## src/rtl/gray_counter.sv

```systemverilog
// Registered binary counter with a registered Gray-code twin for CDC pointers.
// Latency 1 cycle; optional up/down counting via GRAY_COUNTER_UPDOWN_EN (undefined = up-only).
module gray_counter #(
    parameter int               WIDTH = 8,
    parameter logic [WIDTH-1:0] INIT  = '0
) (
    input  logic             clk,
    input  logic             nrst,
    input  logic             ena,
    input  logic             load,
    input  logic [WIDTH-1:0] load_bin,
    input  logic             dir,
    output logic [WIDTH-1:0] bin_out,
    output logic [WIDTH-1:0] gray_out,
    output logic             wrap
);

    localparam logic [WIDTH-1:0] ONE       = {{(WIDTH-1){1'b0}}, 1'b1};
    localparam logic [WIDTH-1:0] ZERO      = '0;
    localparam logic [WIDTH-1:0] ALL_ONES  = '1;
    localparam logic [WIDTH-1:0] INIT_GRAY = INIT ^ (INIT >> 1);

    if (WIDTH < 2 || WIDTH > 32) begin : g_bad_width
        $error("gray_counter: WIDTH must be in 2..32");
    end

    logic [WIDTH-1:0] bin_q,  bin_d;
    logic [WIDTH-1:0] gray_q, gray_d;
    logic             wrap_q, wrap_d;
    logic             count_up;
    logic [WIDTH-1:0] step_bin;
    logic             step_wraps;

`ifdef GRAY_COUNTER_UPDOWN_EN
    assign count_up = dir;
`else
    logic unused_dir;
    assign unused_dir = dir;
    assign count_up   = 1'b1;
`endif

    // Next value of a count step and whether that step rolls over.
    always_comb begin
        step_bin   = bin_q + ONE;
        step_wraps = (bin_q == ALL_ONES);
`ifdef GRAY_COUNTER_UPDOWN_EN
        if (!count_up) begin
            step_bin   = bin_q - ONE;
            step_wraps = (bin_q == ZERO);
        end
`endif
    end

    // Gray register is encoded from the next binary value so both flops stay in step.
    always_comb begin
        bin_d  = bin_q;
        gray_d = gray_q;
        wrap_d = 1'b0;
        if (load) begin
            bin_d  = load_bin;
            gray_d = load_bin ^ (load_bin >> 1);
        end else if (ena) begin
            bin_d  = step_bin;
            gray_d = step_bin ^ (step_bin >> 1);
            wrap_d = step_wraps;
        end
    end

    always_ff @(posedge clk) begin
        if (!nrst) begin
            bin_q  <= INIT;
            gray_q <= INIT_GRAY;
            wrap_q <= 1'b0;
        end else begin
            bin_q  <= bin_d;
            gray_q <= gray_d;
            wrap_q <= wrap_d;
        end
    end

    assign bin_out  = bin_q;
    assign gray_out = gray_q;
    assign wrap     = wrap_q;

endmodule

```

## config.mk

```make
export PLATFORM = sky130hd
export DESIGN_NAME = gray_counter
export DESIGN_NICKNAME = d
export VERILOG_FILES = /design/src/rtl/gray_counter.sv
export SDC_FILE = /design/constraint.sdc
export NUM_CORES = 1
export LEC_CHECK = 0
export CAP_MARGIN = 20
export CORE_MARGIN = 5
export CORE_UTILIZATION = 51
export DETAILED_ROUTE_END_ITERATION = 12
export GPL_TIMING_DRIVEN = 0
export PLACE_DENSITY = 0.84
export SLEW_MARGIN = 30
export SYNTH_ARGS = -nofsm -noshare
export SYNTH_HDL_FRONTEND = slang
export SYNTH_SLANG_ARGS = --single-unit
export TNS_END_PERCENT = 100
```

## constraint.sdc

```tcl
create_clock -name clk -period 2.4 [get_ports clk]
set_input_delay 0.48 -clock clk [delete_from_list [all_inputs] [get_ports clk]]
set_output_delay 0.48 -clock clk [all_outputs]
set_load 0.01 [all_outputs]
```

### After elaboration in Yosys (flattened, before gate mapping)

Cells that the tools add are included.

* logic and storage cells: 15
* bits in registers: 17
* input bits: 13
* output and inout bits: 17

* muxes and demuxes: 4
* bitwise operators: 4
* equality and inequality tests: 1
* add/sub/neg operators: 1
* reductions and logical operators: 2

Operator list (count)
* $mux 8: 4
* $xor 8x7->8: 2
* $add 8x1->8 const B: 1
* $eq 8x8->1 const B: 1
* $reduce_or 3->1: 1
* $not 1->1: 2
* $reduce_bool 2->1: 1

### Depth between registers and ports, before layout

* depth after elaboration: 4
* mapped depth: 8
* mapped depth without buffers: 6

### Worst setup path after synthesis

OpenSTA, ideal clock, no wires.

* kind: register to register
* start: register bin_q[0] (netlist: bin_out[0])
* end: register gray_q[6] (netlist: gray_out[6])
* library setup time: 0.131 ns
* clock period less this slack: 1.640 ns
* arrival: 1.509 ns
* path buffers: 2
* path slack: 0.760 ns
* stages on the path, launching flop included: 9
* required time: 2.269 ns
* cells stage by stage: dfxtp_1 -> ha_1 -> buf_6 -> and3_1 -> buf_6 -> nand3_4 -> xnor2_2 -> xnor2_1 -> a21oi_1

* longest elaborated chain between the ends: 4

Ends and longest elaborated chain
* start: declaration: RTL line 27 `logic [WIDTH-1:0] bin_q, bin_d;`
* start signal: assignment: RTL line 75 `bin_q <= bin_d;`
* $add 8x1->8: RTL line 44 `step_bin = bin_q + ONE;`
* $xor 8x7->8: RTL line 64 `gray_d = step_bin ^ (step_bin >> 1);`
* $mux 8: RTL line 62 `end else if (ena) begin`
* $mux 8: RTL line 59 `if (load) begin`
* end signal: assignment: RTL line 76 `gray_q <= gray_d;`
* end: declaration: RTL line 28 `logic [WIDTH-1:0] gray_q, gray_d;`

Every way passes these cells. The select of a mux whose other input is x is not followed.
A chain may end at the register's enable or synchronous reset.

==> impl_metrics.py <==
metrics = {
    "synth": {
        "ys_seq_elements": 16,
        "yosysTopAreaCellShare": 0.288,
        "syn-cell-area_mm2": 0.00111,
        "synth_fp_nets": 144,
        "synth_area_leader_cell": "dfxtp_1",
        "ys_types": 36,
        "synth_warnings": 0,
        "yosys-top-cells-area": "dfxtp_1 (29%), xnor2_1 (13%), xor2_1 (7.1%)",
        "yosysSeqAreaShare": 0.288,
        "synth_area_per_cell_um2": 8.57,
        "synth_cells": 130,
    },
    "placed_design": {
        "hpwl_um": 2060,
        "portBuffers": 25,
        "routabilityCongestion": 0.857,
    },
    "clocking": {
        "cts_inserted_buffers": 3,
        "htree_levels": 1,
        "cts.reportedPaths.clkPinSlew_ps": 90,
        "cts_setup_buffers": 0,
        "hold_buffers": 0,
        "clk_latency_ps": 290,
        "cts_tree": "yes",
        "cts_sinks": 16,
        "cts_root_buffer": "clkbuf_4",
        "ctsResizeCount": 0,
        "cts.path.max_buffers": 2,
    },
    "timing": {
        "fin_crit_sh": 0.780,
        "slew_violations": 0,
        "rsz0062_at_grt": "no",
        "finClkSkew_ps": 5.89,
        "final_hold_viol_count": 0,
        "min_period_ps": 1870,
        "max_freq_ghz": 0.534,
        "setup-tns-final_ps": 0,
        "tightestPinTransition_ps": 495,
        "slew_headroom": 0.670,
        "setup_viol": 0,
    },
    "pwr": {
        "powerDensity_mw_per_mm2": 471,
        "power_leakage_uw": 0.000553,
        "p_total_uw": 670,
        "worst_ir_drop_vdd_uv": 424,
    },
    "die": {
        "floorplan.initialDensity": 0.518,
        "die_y_um": 56.7,
        "pin_count": 30,
        "core_area_mm2": 0.00215,
        "rows": 17,
        "die_w_um": 56.7,
        "dieArea_mm2": 0.00322,
    },
    "hold_path": {
        "min_from": "bin_out[4]",
        "min_to": "wrap",
        "hp-class": "reg2reg",
        "whs_path_depth": 2,
    },
    "drt": {
        "wl_um": 2680,
        "vias_per_cell": 5.59,
        "drt-wirelength-per-cell_um": 14.4,
        "drtAntennaViolNets": 0,
        "dr.first_iter.drc_count": 13,
        "first_pass_iters": 4,
        "via_count": 1039,
        "drc_errors": 0,
    },
    "global_route": {
        "grt_pass1_vias": 1062,
        "grt_max_degree": 11,
        "overflow": 0,
        "grt_first_pass_wirelength_um": 4560,
        "antenna_found_initial": 0,
        "grt_use_total": 0.175,
    },
    "finish": {
        "fillers": 195,
        "seq_area_um2": 320,
        "final_common_cell": "clkdlybuf4s50_1",
        "drive_gt1_frac": 0.108,
        "area_growth_pct": 27.6,
        "layout_common_cells": "clkdlybuf4s50_1 (25), nand2_1 (17), xnor2_1 (16), dfxtp_1 (16), xor2_1 (9)",
        "antenna_cells": 0,
        "multi_input_area_um2": 696,
        "finalNetCount": 174,
    },
    "worst_setup_path": {
        "critPathCaptureType": "output pin",
        "max_stage_delay_ps": 520,
        "required_ps": 1920,
        "critPathMaxFanout": 5,
        "slowest_stage": "clkdlybuf4s50_1",
        "startpoint_type": "register",
        "crit_arrival_ps": 1390,
        "reg2reg_from": "bin_out[0]",
        "r2r-end": "gray_out[6]",
        "crit_type": "reg2out",
        "rrSetupSlack_ps": 670,
        "r2r_cells": 8,
        "crit_chain": "buf_4 > clkdlybuf4s50_1",
    },
    "run": {
        "max_cap_viol_count": 0,
    },
    "status": {
        "status": "complete, no violations",
    },
}
==> worst max-delay path: cells and delay by family (launching register included) <==
| kind | cells | cell delay (ps) |
|---|---|---|
| buf+inv | 2 | 660 |
| flops | 1 | 440 |
==> area by class of cell <==
type / count / area share
buffer: 14 / 0.0607
clock buffer: 3 / 0.0158
inverter: 3 / 0.00792
multi-input combinational: 97 / 0.489
sequential: 16 / 0.225
tap: 28 / 0.0246
timing repair buffer: 25 / 0.176
==> Yosys cell counts (all sizes together) <==
master   n
buf      9
o31a     1
o211a    5
inv      3
and2     2
nor3     1
ha       1
nand2   17
nor2b    2
dfxtp   16
a311oi   1
a21oi    6
nor3b    1
clkbuf   5
xnor2   17
a31oi    2
o22ai    1
xor2     9
nor2     1
nand3    6
nand4    3
o21ai    8
o311ai   3
a22oi    1
mux2i    2
and4     1
a41oi    1
o221ai   1
and3     1
mux2     2
nor4bb   1
==> state kept, by name (all words and copies together) (netlist names) <==
signal	count
wrap	1
bin_out	8
gray_out	7
==> worst max path at each step <==
| stage | from | to | slack (ps) | cells after the start |
|---|---|---|---|---|
| after floorplan | bin_out[0] | gray_out[6] | 760 | 8 |
| after global placement | bin_out[0] | gray_out[6] | 690 | 8 |
| after detailed placement | bin_out[0] | gray_out[6] | 690 | 8 |
| after CTS | bin_out[7] | gray_out[7] | 510 | 2 |
| after global routing | bin_out[7] | gray_out[7] | 480 | 2 |
| final | bin_out[7] | gray_out[7] | 530 | 2 |
==> cells by family (layout without fill, tap and decap cells) <==
logic type	Yosys count	after routing	share of synthesized area
and+or+nand+nor	36	36	0.172
AOI/OAI and AO/OA	30	30	0.192
xor gates and xnor gates	26	26	0.211
buffers and inverters	17	45	0.0876
DFF	16	16	0.288
muxes	4	4	0.0382
adders and majority gates	1	1	0.0112
==> where the power goes <==
part	total [µW]	leakage [µW]	internal [µW]	switching [µW]
sequential	305	0.000133	287	17.8
combinational	225	0.000406	121	104
clock	140	0.0000138	58.4	81.8
total	670	0.000553	466	204
==> per-stage QoR <==
stage / util / instance area [µm²] / hold slack (ps) / std cells / setup slack [ps]
6_report: 0.662 / 1420 / 550 / 186 / 529
5_1_grt: 0.662 / 1420 / 560 / 186 / 484
4_1_cts: 0.662 / 1420 / 539 / 186 / 507
3_5_place_dp: 0.651 / 1400 / 529 / 183 / 685
3_3_place_gp: 0.651 / 1400 / 501 / 183 / 686
2_1_floorplan: - / 1110 / 524 / 130 / 760
==> metal layers <==
layer / share of wire / vias up / GRT usage
met3: 0.061 / 6 / 0.0391
met4: 0.023 / 0 / 0.0780
met2: 0.48 / 42 / 0.289
li1: - / 507 / -
met1: 0.43 / 484 / 0.216
met5: 0 / - / 0
(Power assumes the default switching activity.)
